===== src/rtl/keypad_matrix_responder.sv =====
// Emulates a 4x3 keypad matrix: holds a host-requested key for a number of scan cycles.
// Optional contact bounce on hold/release entry is enabled with `define KEYPAD_BOUNCE_EN.
module keypad_matrix_responder #(
   parameter int unsigned HOLD_W        = 8,
   parameter int unsigned RELEASE_SCANS = 2,
   parameter int unsigned BOUNCE_CYCLES = 16
) (
   input  logic              clk,
   input  logic              rst,
   input  logic [3:0]        row,
   output logic [2:0]        column,
   input  logic              req_valid,
   input  logic [3:0]        req_key,
   input  logic [HOLD_W-1:0] req_hold,
   output logic              req_ready,
   output logic              busy,
   output logic              done,
   output logic              err
);

   typedef enum logic [1:0] {IDLE, PRESS, HOLD, RELEASE} state_t;

   localparam logic [HOLD_W:0] REL_N = (HOLD_W+1)'(RELEASE_SCANS);

   state_t            state, state_nx;
   logic [3:0]        row_q;
   logic [1:0]        key_row, key_row_nx;
   logic [1:0]        key_col, key_col_nx;
   logic [HOLD_W-1:0] hold_len, hold_len_nx;
   logic [HOLD_W-1:0] scan_cnt, scan_cnt_nx;
   logic [HOLD_W:0]   scan_inc;
   logic [2:0]        column_nx;
   logic              done_nx, err_nx;
   logic              tick, key_active;

`ifdef KEYPAD_BOUNCE_EN
   localparam int unsigned BCW = (BOUNCE_CYCLES < 1) ? 1 : $clog2(BOUNCE_CYCLES + 1);
   logic [BCW-1:0] bounce_cnt, bounce_cnt_nx;
   logic           bounce_phase, bounce_phase_nx;
`endif

   assign tick      = (row == 4'b0001) && (row_q != 4'b0001);
   assign req_ready = (state == IDLE);
   assign busy      = (state != IDLE);

   always_comb begin
      state_nx    = state;
      key_row_nx  = key_row;
      key_col_nx  = key_col;
      hold_len_nx = hold_len;
      scan_cnt_nx = scan_cnt;
      done_nx     = 1'b0;
      err_nx      = 1'b0;
      // one extra bit so a hold of 2^HOLD_W-1 compares before wrapping
      scan_inc    = {1'b0, scan_cnt} + (HOLD_W+1)'(1);
      key_active  = (state == PRESS) || (state == HOLD);

      case (state)
         IDLE: begin
            if (req_valid) begin
               if (req_key >= 4'd12) begin
                  err_nx = 1'b1;
               end else begin
                  state_nx    = PRESS;
                  key_row_nx  = 2'(req_key / 4'd3);
                  key_col_nx  = 2'(req_key % 4'd3);
                  hold_len_nx = (req_hold == '0) ? HOLD_W'(1) : req_hold;
               end
            end
         end
         PRESS: begin
            state_nx    = HOLD;
            scan_cnt_nx = '0;
         end
         HOLD: begin
            if (tick) begin
               if (scan_inc == {1'b0, hold_len}) begin
                  state_nx    = RELEASE;
                  scan_cnt_nx = '0;
               end else begin
                  scan_cnt_nx = scan_inc[HOLD_W-1:0];
               end
            end
         end
         RELEASE: begin
            if (tick) begin
               if (scan_inc == REL_N) begin
                  state_nx    = IDLE;
                  scan_cnt_nx = '0;
                  done_nx     = 1'b1;
               end else begin
                  scan_cnt_nx = scan_inc[HOLD_W-1:0];
               end
            end
         end
         default: state_nx = IDLE;
      endcase

`ifdef KEYPAD_BOUNCE_EN
      bounce_cnt_nx   = (bounce_cnt != '0) ? bounce_cnt - BCW'(1) : '0;
      bounce_phase_nx = ~bounce_phase;
      if ((state_nx != state) && ((state_nx == HOLD) || (state_nx == RELEASE))) begin
         bounce_cnt_nx   = BCW'(BOUNCE_CYCLES);
         bounce_phase_nx = (state_nx == HOLD);
      end else if ((state_nx == IDLE) || (state_nx == PRESS)) begin
         bounce_cnt_nx = '0;
      end
      if ((bounce_cnt != '0) && ((state == HOLD) || (state == RELEASE)))
         key_active = bounce_phase;
`endif

      column_nx = (key_active && row[key_row]) ? (3'b001 << key_col) : 3'b000;
   end

   always_ff @(posedge clk or posedge rst) begin
      if (rst) begin
         state    <= IDLE;
         row_q    <= '0;
         key_row  <= '0;
         key_col  <= '0;
         hold_len <= '0;
         scan_cnt <= '0;
         column   <= '0;
         done     <= 1'b0;
         err      <= 1'b0;
`ifdef KEYPAD_BOUNCE_EN
         bounce_cnt   <= '0;
         bounce_phase <= 1'b0;
`endif
      end else begin
         state    <= state_nx;
         row_q    <= row;
         key_row  <= key_row_nx;
         key_col  <= key_col_nx;
         hold_len <= hold_len_nx;
         scan_cnt <= scan_cnt_nx;
         column   <= column_nx;
         done     <= done_nx;
         err      <= err_nx;
`ifdef KEYPAD_BOUNCE_EN
         bounce_cnt   <= bounce_cnt_nx;
         bounce_phase <= bounce_phase_nx;
`endif
      end
   end

endmodule


===== config.mk =====
export PLATFORM = sky130hd
export DESIGN_NAME = keypad_matrix_responder
export DESIGN_NICKNAME = d
export VERILOG_FILES = /design/src/rtl/keypad_matrix_responder.sv
export SDC_FILE = /design/constraint.sdc
export NUM_CORES = 1
export LEC_CHECK = 0
export CAP_MARGIN = 20
export CORE_ASPECT_RATIO = 0.5
export CORE_MARGIN = 1.5
export CORE_UTILIZATION = 54
export DETAILED_ROUTE_END_ITERATION = 10
export GPL_TIMING_DRIVEN = 0
export PLACE_DENSITY_LB_ADDON = 0.2
export SYNTH_ARGS = -nofsm -noshare
export SYNTH_HDL_FRONTEND = slang
export SYNTH_SLANG_ARGS = --single-unit

===== constraint.sdc =====
create_clock -name clk -period 2.7 [get_ports clk]
set_clock_uncertainty 0.05 [all_clocks]
set_input_delay 0.675 -clock clk [delete_from_list [all_inputs] [get_ports clk]]
set_output_delay 0.675 -clock clk [all_outputs]
set_load 0.005 [all_outputs]

==> impl_metrics.toml <==
[synth]
yosysTopAreaCellShare = 0.423
yosysWarnings = 0
synth_edf_count = 0
yosys-top-cells-area = "dfrtp_1 (42%), nand2_1 (6.8%), ha_1 (5.5%)"
synthCells = 194
syn-cell-area_sq_um = 1830
yosys.area.top_type = "dfrtp_1"
ys_ff_latch = 31
seq_area_frac_synth = 0.423
synthArstFlopShare = 1.00
synth_fp_nets = 221
synthDistinctLibCells = 49
syn_avg_cell_area_sq_um = 9.45
synth_flop_cell = "dfrtp_1"

[power_and_ir_drop]
power_per_cell_area_nw_per_um2 = 867
leakagePower_uw = 0.00102
vdd_drop_max_v = 0.000464

[final_layout]
final_nets = 254
mostFrequentLayoutCell = "nand2_1"
antenna_cells = 0
fillers = 223
final_cell_mix = "nand2_1 (33), dfrtp_1 (30), clkdlybuf4s50_1 (24)"
area_growth_syn_to_layout_pct = 25.9
drive_above_1_share = 0.154
finish.utilization = 0.740

[clock_network]
cts_buffers = 5
ctsResizeCount = 1
clk_latency_ns = 0.29
cts.sinks = 31
cts_tree = "done"
holdBufCountCts = 0
post_cts_buffers = 0
clkTransAtPathRegs_ns = 0.07
cts_root_buffer = "clkbuf_8"
clockBufferDepth = 2
htreeDepth = 2

[grt]
use_met2 = 0.370
overflow = 0
antenna_found_initial = 0
grt_max_degree = 19
grtUsageMet3 = 0.0616
grt.busiest_layer = "met2"
grt_pass1_wl_um = 6730
grtUsageTotal = 0.234
met1_usage = 0.321
grt_pass1_vias = 1476

[placement]
dp_hpwl_um = 2920
dpl_worst_slack_ns = -0.323
globalplace.congestion = 0.885
io_buffers = 25

[critical_path]
worstSetupPathType = "in2reg"
crit_path_top_delay_cell = "clkdlybuf4s50_1"
reg2reg_slack_ns = 0.14
r2r-end = "state[1]"
crit_path_end_kind = "flip-flop"
cp_cell_sequence = "clkdlybuf4s50_1, nand2b_4, inv_1, ha_1, inv_1, ha_2, o21ai_2, mux2i_1, ha_2, mux2i_1, o21ai_1"
crit_family = "adder cells"
start_kind = "input port"
critPathMaxStageDelay_ns = 0.54
arrival_ns = 2.69
cp_num_buf_inv = 3
critical_path_required_ns = 2.82
cp.depth = 11
cp_max_fo = 4
reg2regPathDepth = 8
r2r-start = "scan_cnt[0]"

[routing]
drt_iter0_markers = 70
dr_total_vias = 1512
routed_wl_um = 3900
drc_errors = 0
first_pass_iters = 4
avgRoutedWirePerCell_um = 14.6
ant_nets = 0
avgViaCountPerCell = 5.64

[floorplan]
start_util = 0.588
die_w_um = 85.4
die_area_sq_um = 3770
rows = 14
boundaryPins = 26
core_sq_um = 3120
die_h_um = 44.2

[sta]
drv_slew = 0
fmaxAchievable_mhz = 389
period_share = 0.953
relSlewSlack = 0.598
period_needed_ns = 2.57
fin_ws_ns = 0.127
worstMarginPinSlew_ns = 0.603
setup_viol = 0
hold_viol_final = 0

[min_path]
hold_depth = 1
min_path_type = "reg2reg"
hold_end = "column[1]"
hold_path.startpoint = "key_col[1]"

[run]
cap_violations = 0

[status]
status = "finished clean"
final cells by class:
type | count | area [sq um] | area share
Timing Repair Buffer | 26 | 280 | 0.121
Clock inverter | 3 | 43.8 | 0.0190
Multi-Input combinational cell | 146 | 1000 | 0.434
Inverter | 8 | 30.0 | 0.0130
Buffer | 9 | 57.6 | 0.0249
Sequential cell | 31 | 777 | 0.337
Tap cell | 40 | 50.0 | 0.0217
Clock buffer | 5 | 68.8 | 0.0298
logic make-up after synthesis:
logic type | Yosys count | synth area share
fa+ha+maj | 8 | 0.0546
simple gates | 90 | 0.254
mux | 5 | 0.0355
buf+inv | 17 | 0.0471
xor+xnor | 12 | 0.0655
flops | 31 | 0.423
compound gates | 31 | 0.120
worst reg2reg max path, delay by kind of cell (launching register included):
kind	cells	cell delay [ns]
adder cells (fa/ha/maj)	1	0.26
AND/OR/NAND/NOR	2	0.49
flip-flops	1	0.47
AO/OA/AOI/OAI	2	0.55
XOR/XNOR	1	0.13
buffers and inverters	1	0.16
multiplexers	1	0.33
Yosys cell counts (3+ instances only):
| cell | instances |
|---|---|
| ha_1 | 8 |
| o21ai_1 | 4 |
| a21oi_1 | 4 |
| nor4_1 | 3 |
| and3_1 | 4 |
| buf_2 | 3 |
| xnor2_1 | 8 |
| o21ai_0 | 8 |
| a31oi_1 | 4 |
| dfrtp_1 | 31 |
| nand3_1 | 10 |
| nor3_1 | 10 |
| nand2b_1 | 5 |
| xor2_1 | 3 |
| buf_4 | 3 |
| nand2_1 | 33 |
| nor2_1 | 9 |
| inv_1 | 8 |
power by group:
group	switching [uW]	internal (uW)	total [uW]	leakage [uW]
sequential	117	601	718	0.000397
clock	186	274	461	0.0000581
combinational	416	406	822	0.000565
total	719	1280	2000	0.00102
routing by layer:
metal	up-vias	wire length, um
li1	745	-
met1	721	1940
met2	39	1730
met3	7	189
met4	0	45
met5	-	0
how the worst max path moves through the flow:
stage / start / end
after floorplan: scan_cnt[0] / state[1]
final: req_key[3] / key_col[1]
after global placement: req_key[3] / key_col[1]
after detailed placement: req_key[3] / key_col[1]
after global routing: req_key[3] / key_col[0]
after CTS: scan_cnt[0] / state[1]
sequential cells by signal (all words and copies together) (netlist names):
signal / cells
hold_len: 8
scan_cnt: 8
row_q: 4
column: 3
key_col: 2
key_row: 2
state: 2
done: 1
err: 1
per-stage QoR:
stage	TNS, ns	cell area (sq um)	hold slack [ns]	power, uW	instances
after floorplan	0	1830	0.394	1280	194
after global placement	-1.18	2130	0.417	1490	259
after detailed placement	-1.97	2160	0.430	1530	260
after CTS	0	2280	0.435	1990	268
after global routing	-0.0198	2310	0.451	2130	268
final	0	2310	0.434	2000	268
Note: power is estimated with default switching activity, not from simulation.
